===== config.mk =====
export PLATFORM = sky130hd
export DESIGN_NAME = pi_loop_sequencer
export DESIGN_NICKNAME = d
export VERILOG_FILES = /design/src/rtl/pi_loop_sequencer.sv
export SDC_FILE = /design/constraint.sdc
export NUM_CORES = 1
export LEC_CHECK = 0
export ABC_CLOCK_PERIOD_IN_PS = 10200
export BUFFER_PORTS_ARGS = -buffer_cell sky130_fd_sc_hd__buf_2
export CORE_UTILIZATION = 55
export CTS_CLUSTER_SIZE = 16
export DETAILED_ROUTE_END_ITERATION = 7
export PLACE_DENSITY_LB_ADDON = 0.25
export SLEW_MARGIN = 20
export SYNTH_ARGS = -nofsm -noshare
export SYNTH_HDL_FRONTEND = slang
export SYNTH_SLANG_ARGS = --single-unit

===== constraint.sdc =====
create_clock -name clk -period 10.2 [get_ports clk]
set_clock_uncertainty 0.05 [all_clocks]
set_input_delay 1.53 -clock clk [delete_from_list [all_inputs] [get_ports clk]]
set_output_delay 1.53 -clock clk [all_outputs]
set_load 0.005 [all_outputs]

===== src/rtl/pi_loop_sequencer.sv =====
// rtl/pi_loop_sequencer.sv - PI loop sequencer: sample accept, pipeline wait, integral commit, DAC output
module pi_loop_sequencer #(
    parameter int INPUT_WIDTH  = 18,
    parameter int OUTPUT_WIDTH = 32,
    parameter int DAC_WIDTH    = 20,
    parameter int PIPE_LATENCY = 4,
    parameter int OUT_SHIFT    = 10
) (
    input  logic                           clk,
    input  logic                           rst_L,
    input  logic                           enable,
    input  logic                           integral_clear,
    input  logic        [OUTPUT_WIDTH-2:0] integral_limit,
    input  logic signed [INPUT_WIDTH-1:0]  setpoint,
    input  logic signed [INPUT_WIDTH-1:0]  sample_data,
    input  logic                           sample_valid,
    output logic                           sample_ready,
    output logic signed [INPUT_WIDTH-1:0]  pipe_setpoint,
    output logic signed [INPUT_WIDTH-1:0]  pipe_actual,
    output logic signed [OUTPUT_WIDTH-1:0] pipe_integral_input,
    input  logic signed [OUTPUT_WIDTH-1:0] pipe_integral_result,
    input  logic signed [OUTPUT_WIDTH-1:0] pipe_pi_result,
    output logic signed [DAC_WIDTH-1:0]    out_data,
    output logic                           out_valid,
    input  logic                           out_ready,
    output logic                           int_sat,
    output logic                           out_sat
);

    localparam int CNT_W = $clog2(PIPE_LATENCY + 1);
    localparam logic signed [OUTPUT_WIDTH-1:0] DAC_MAX =
        {{(OUTPUT_WIDTH-DAC_WIDTH+1){1'b0}}, {(DAC_WIDTH-1){1'b1}}};
    localparam logic signed [OUTPUT_WIDTH-1:0] DAC_MIN = ~DAC_MAX;

    typedef enum logic [1:0] {
        S_IDLE,
        S_WAIT,
        S_OUTPUT
    } state_t;

    state_t             state;
    state_t             state_next;
    logic [CNT_W-1:0]   cnt;
    logic               clear_pending;
    logic               accept;
    logic               commit;
    logic               out_hs;

    logic signed [OUTPUT_WIDTH-1:0] limit_pos;
    logic signed [OUTPUT_WIDTH-1:0] limit_neg;
    logic signed [OUTPUT_WIDTH-1:0] int_clamped;
    logic                           int_clamp_hit;
    logic signed [OUTPUT_WIDTH-1:0] pi_shifted;
    logic signed [DAC_WIDTH-1:0]    out_next;
    logic                           out_sat_hit;

    always_comb begin
        state_next   = state;
        sample_ready = (state == S_IDLE) && enable && rst_L;
        accept       = sample_valid && sample_ready;
        commit       = (state == S_WAIT) && (cnt == '0);
        out_hs       = (state == S_OUTPUT) && out_valid && out_ready;
        case (state)
            S_IDLE:   if (accept) state_next = S_WAIT;
            S_WAIT:   if (commit) state_next = S_OUTPUT;
            S_OUTPUT: if (out_hs) state_next = S_IDLE;
            default:  state_next = S_IDLE;
        endcase
        if (!enable) state_next = S_IDLE;
    end

    // Anti-windup clamp against a symmetric window; limit is always non-negative
    always_comb begin
        limit_pos     = $signed({1'b0, integral_limit});
        limit_neg     = -limit_pos;
        int_clamped   = pipe_integral_result;
        int_clamp_hit = 1'b0;
        if (pipe_integral_result > limit_pos) begin
            int_clamped   = limit_pos;
            int_clamp_hit = 1'b1;
        end else if (pipe_integral_result < limit_neg) begin
            int_clamped   = limit_neg;
            int_clamp_hit = 1'b1;
        end
    end

    always_comb begin
        pi_shifted  = pipe_pi_result >>> OUT_SHIFT;
        out_next    = pi_shifted[DAC_WIDTH-1:0];
        out_sat_hit = 1'b0;
        if (pi_shifted > DAC_MAX) begin
            out_next    = DAC_MAX[DAC_WIDTH-1:0];
            out_sat_hit = 1'b1;
        end else if (pi_shifted < DAC_MIN) begin
            out_next    = DAC_MIN[DAC_WIDTH-1:0];
            out_sat_hit = 1'b1;
        end
    end

    always_ff @(posedge clk) begin
        if (!rst_L) begin
            state               <= S_IDLE;
            cnt                 <= '0;
            clear_pending       <= 1'b0;
            pipe_setpoint       <= '0;
            pipe_actual         <= '0;
            pipe_integral_input <= '0;
            out_data            <= '0;
            out_valid           <= 1'b0;
            int_sat             <= 1'b0;
            out_sat             <= 1'b0;
        end else begin
            state <= state_next;
            if (accept) begin
                pipe_setpoint <= setpoint;
                pipe_actual   <= sample_data;
                cnt           <= CNT_W'(PIPE_LATENCY);
            end else if ((state == S_WAIT) && (cnt != '0)) begin
                cnt <= cnt - 1'b1;
            end

            if (!enable) begin
                out_valid           <= 1'b0;
                pipe_integral_input <= '0;
                clear_pending       <= 1'b0;
            end else if (commit) begin
                out_valid     <= 1'b1;
                out_data      <= out_next;
                out_sat       <= out_sat_hit;
                clear_pending <= 1'b0;
                // A clear on the commit edge, or one latched during WAIT, beats the result
                if (integral_clear || clear_pending) begin
                    pipe_integral_input <= '0;
                    int_sat             <= 1'b0;
                end else begin
                    pipe_integral_input <= int_clamped;
                    int_sat             <= int_clamp_hit;
                end
            end else begin
                if (out_hs) out_valid <= 1'b0;
                if (integral_clear) begin
                    if (state == S_WAIT) clear_pending       <= 1'b1;
                    else                 pipe_integral_input <= '0;
                end
            end
        end
    end

endmodule

After elaboration in Yosys (flattened, before gate mapping)
Index checks and enable logic that the tools add are counted.
Word-level totals
  output and inout port bits: 92
  register bits: 97
  input bits: 137
  logic and storage cells: 66
Cells by class
  muxes and demuxes: 21
  magnitude comparators: 4
  bitwise logic cells: 2
  eq/ne operators: 5
  reduce and logical (&&, ||, !) cells: 21
  $add $sub $neg: 2
Operator list (count)
  two-way mux 32 bit: 6
  two-way mux 20 bit: 2
  > comparator 32 bit: 1
  < comparator 32 bit: 1
  negator 31 -> 32 bit: 1
  > comparator 22 x 20 -> 1 bit (second input constant): 1
  < comparator 22 x 20 -> 1 bit (second input constant): 1
  AND reduction 2 bit: 4
  logical AND 1 bit: 7
  two-way mux 1 bit: 7
  two-way mux 2 bit: 3
  two-way mux 3 bit: 2
  != test 2 bit (second input constant): 3
  case mux 2 bit (3 select lines): 1
  nonzero test 2 bit: 3
  zero test 3 bit: 1
  AND reduction 3 bit: 1
  nonzero test 3 bit: 1
  OR reduction 3 bit: 1
  subtractor 3 x 1 -> 3 bit (second input constant): 1
  == test 2 x 1 -> 1 bit (second input constant): 1
  == test 2 bit (second input constant): 1
  zero test 2 bit: 1
  inverter 1 bit: 2
  other kinds (2): 2

Depth between registers and ports, before layout
  depth in word-level cells: 6
  mapped depth: 19
  depth with buffers taken out: 17

Least setup slack after synthesis
OpenSTA, ideal clock, no wires.
  kind: input-to-reg
  from: input integral_limit[1]
  to: register pipe_integral_input[11]
  library setup time: 0.074 ns
  path buffers: 2
  stages: 17
  data arrival time: 4.993 ns
  path slack: 5.083 ns
  data required time: 10.076 ns
  cell sequence: inv_1 > ha_1 > nor4b_4 > and3_1 > buf_2 > nand3_2 > nor3_2 > nand3_1 > xnor2_1 > ha_1 > nand4_1 > nor4_1 > a211oi_1 > o22ai_1 > clkbuf_1 > mux2_2 > o21ai_0
On the way
  longest elaborated chain between the ends: 6
  elaborated cells on any way between the ends: 7
  classes of those cells: add/sub: 1; order compare: 2; mux: 4
RTL lines
  start: declaration: line 13  | input logic [OUTPUT_WIDTH-2:0] integral_limit,
  negator 31 -> 32 bit: line 75  | limit_neg = -limit_pos;
  < comparator 32 bit: line 81  | end else if (pipe_integral_result < limit_neg) begin
  two-way mux 32 bit: line 81
  two-way mux 32 bit (*): line 78  | if (pipe_integral_result > limit_pos) begin
  two-way mux 32 bit (*): line 132  | if (integral_clear || clear_pending) begin
  two-way mux 32 bit (*): line 126  | end else if (commit) begin
  end signal: assignment: line 136  | pipe_integral_input <= int_clamped;
  end: declaration: line 20  | output logic signed [OUTPUT_WIDTH-1:0] pipe_integral_input,
Every way passes the cells marked *; elsewhere a longest branch is shown, timed or not.
A chain may end at the register's enable or synchronous reset.

Worst setup path after layout
  from: input integral_limit[1]
  to: register pipe_integral_input[21]
The elaborated chain is that of the path after synthesis.

==> run summary <==
Initial Util - 0.5718
CP cell instances - buf_2 > inv_1 > ha_1 > nor4b_4 > and3_1 > nand3_2 > nor3_2 > nand3_1 > xnor2_1 > ha_1 > nand4_1 > nor4_1 > a211oi_1 > o211ai_1 > o22ai_4 > buf_4 > mux2i_1 > nor2_1 > a221o_1
Total Routing Usage GR - 0.2797
total wire length - 16600 um
Root Buffer - clkbuf_16
CTS resizes - 0
slowest stage cell, crit path - o22ai_4
PD cells - 121.2 mW/mm^2
ys flop type - dfxtp_1
CP Class - input port to flip-flop
crit path launch type - input port
Synth Register Bits - 97
placed cell count - 1099
height of the die - 108.9 um
num ports - 229
DRT Pass-1 Iters - 5
vias per std cell - 5.485
first-pass GRT wire length - 25930 um
Core ar. - 0.01098 sq mm
buffer and inverter count on the worst path - 3
GP Congestion - 0.9233
Setup crit end kind - flip-flop
number of synthesis warnings - 0
Post-DP HPWL - 12340 um
wire per inst - 14.89 um
total power - 0.9418 mW
RSZ-0062 raised after global routing - no
Nets - 1172
final hold slack - 0.4043 ns
row count - 38
initial DRC count - 376
Hold Crit Class - flip-flop to flip-flop
clk slew on worst S/H paths - 0.07 ns
H-tree Lvls - 3
Hold-fix buffers, CTS - 0
ANT cells - 0
synthesized cell area - 0.006280 sq mm
total die area - 0.01185 sq mm
Top Family by Delay on Critical Path - simple AND/OR/NAND/NOR gates
run status - finished, final reports clean
CTS tree - done
Tightest Pin Transition - 1.031 ns
most common cell after layout, fill and taps aside - buf_2
# DRC - 0
Post-synth EDFFs - 0
period utilization - 0.6272
post-synthesis instance total - 773
# Post-CTS Setup Buffers - 0
most frequent cells in the layout - 218 x buf_2, 141 x nand2_1, 97 x dfxtp_1, 65 x ha_1, 61 x inv_1
Worst VDD drop - 0.1618 mV
sequential-to-total area share from yosys stat - 0.3092
clk sinks - 97
Max Fclk - 0.1563 GHz
share of flip-flops with an asynchronous set or reset - 0
layout cells sized above 1 - 0.2810
Area Growth Syn to Fin - 23.69%
CP peak stage delay - 0.61 ns
die width - 108.9 um
DR vias - 6116
Required @ worst endpoint - 10.39 ns
total gr overflow - 0
largest net degree at the start of global routing - 64
Slew Viols, Final - 0
min Tclk post-route - 6.397 ns
Pleak - 3.683 nW
Max Buffers Root-to-Sink - 2
Fill cells - 940
clock buffers created by TritonCTS - 9
Final setup violation count - 0
synthesized net count - 975
# Max-Cap Violations - 0
CP Max Fanout - 22
final hold violation count - 0
Layout Cells excl Fill - 1115
Critical Path AT - 6.58 ns
antenna-violating nets left - 0
Slew HR - 0.3103
vias in the first global route - 5378
setup_tns - 0 ns
syn_area_per_cell - 8.124 sq um
Synth cell types - 61
clock latency on the worst-skew pair - 0.35 ns
IO Port Bufs - 218
initial antenna violation count - 0
most used cell, CP - ha_1
per-stage QoR:
stage	utilization	cell area (sq um)	setup WS, ns
global placement	0.6769	7435	3.658
global route	0.7072	7767	3.498
CTS	0.7069	7764	3.913
finish	0.7072	7767	3.803
floorplan	-	6280	5.083
detailed placement	0.6769	7435	3.546
kinds of logic (layout without fill, tap and decap cells):
logic type	Yosys count	after routing	share of synthesized area
muxes	32	32	0.05379
xor gates and xnor gates	28	28	0.03905
and+or+nand+nor	249	249	0.1929
AOI/OAI and AO/OA	205	205	0.2140
DFF	97	97	0.3092
buffers and inverters	97	299	0.06157
adders and majority gates	65	65	0.1295
worst register-to-register path, delay by kind of cell (launching register included):
| kind | cells | cell delay (ns) |
|---|---|---|
| simple gates | 3 | 2.08 |
| compound gates | 2 | 0.35 |
| fa+ha+maj | 1 | 0.16 |
| flops | 1 | 0.32 |
| buf+inv | 1 | 0.07 |
Yosys cell counts, drive strengths merged (2+ instances only):
cell / count / share of area
dfxtp: 97 / 0.31
a22oi: 16 / 0.019
a21oi: 37 / 0.029
and3: 3 / 0.0030
buf: 8 / 0.0084
o22ai: 3 / 0.0030
mux2: 14 / 0.025
a221o: 3 / 0.0048
o211ai: 3 / 0.0036
or2: 2 / 0.0020
a21o: 3 / 0.0036
nand3: 16 / 0.014
a31oi: 5 / 0.0050
a31o: 2 / 0.0028
a221oi: 3 / 0.0042
nor2: 31 / 0.020
o21ai: 55 / 0.044
clkbuf: 28 / 0.017
nand2b: 2 / 0.0020
ha: 65 / 0.13
or4: 2 / 0.0030
a211oi: 5 / 0.0068
mux2i: 18 / 0.029
nand2: 143 / 0.086
nor4b: 2 / 0.0052
nor3b: 2 / 0.0032
a211o: 3 / 0.0042
inv: 61 / 0.036
xnor2: 27 / 0.038
nor2b: 4 / 0.0040
o31ai: 3 / 0.0058
and4: 3 / 0.0042
and2: 3 / 0.0030
a21boi: 59 / 0.071
nand4: 13 / 0.013
nor4: 8 / 0.013
nor3: 12 / 0.011
cell type report:
| cell class | count | area [sq um] | share of cell area |
|---|---|---|---|
| inverter | 61 | 229.0 | 0.02948 |
| clock inverter | 5 | 86.33 | 0.01111 |
| tap | 140 | 175.2 | 0.02255 |
| multi-input combinational | 579 | 3971 | 0.5113 |
| timing repair buffer | 222 | 1121 | 0.1443 |
| sequential | 97 | 1942 | 0.2500 |
| clock buffer | 11 | 242.7 | 0.03125 |
where the power goes:
group	internal [mW]	switching (mW)	total, mW
clock	0.224	0.154	0.378
combinational	0.0764	0.0967	0.173
sequential	0.387	0.00394	0.391
layer usage:
metal / wire length (um) / part of all wire / GRT usage
met5: 0 / 0 / 0
met4: 254 / 0.015 / 0.07529
met3: 1099 / 0.066 / 0.06993
met2: 7704 / 0.46 / 0.4462
met1: 7541 / 0.45 / 0.3742
final timing paths:
path                                        start                              endpoint  slack (ns)  cells past startpoint
max                             integral_limit[1]  pipe_integral_input[21]$_SDFFE_PN0P_        3.80                     19
min          pipe_integral_input[31]$_SDFFE_PN0P_  pipe_integral_input[31]$_SDFFE_PN0P_        0.40                      2
max reg2reg                   cnt[0]$_SDFFE_PP0P_  pipe_integral_input[10]$_SDFFE_PN0P_        7.12                      7
min reg2reg  pipe_integral_input[31]$_SDFFE_PN0P_  pipe_integral_input[31]$_SDFFE_PN0P_        0.40                      2
registers in the layout (all words and copies together) (netlist names):
name	flops
clear_pending	1
cnt	3
int_sat	1
out_data	20
out_sat	1
out_valid	1
pipe_actual	18
pipe_integral_input	32
pipe_setpoint	18
state	2
Note: power is estimated with default switching activity, not from simulation.
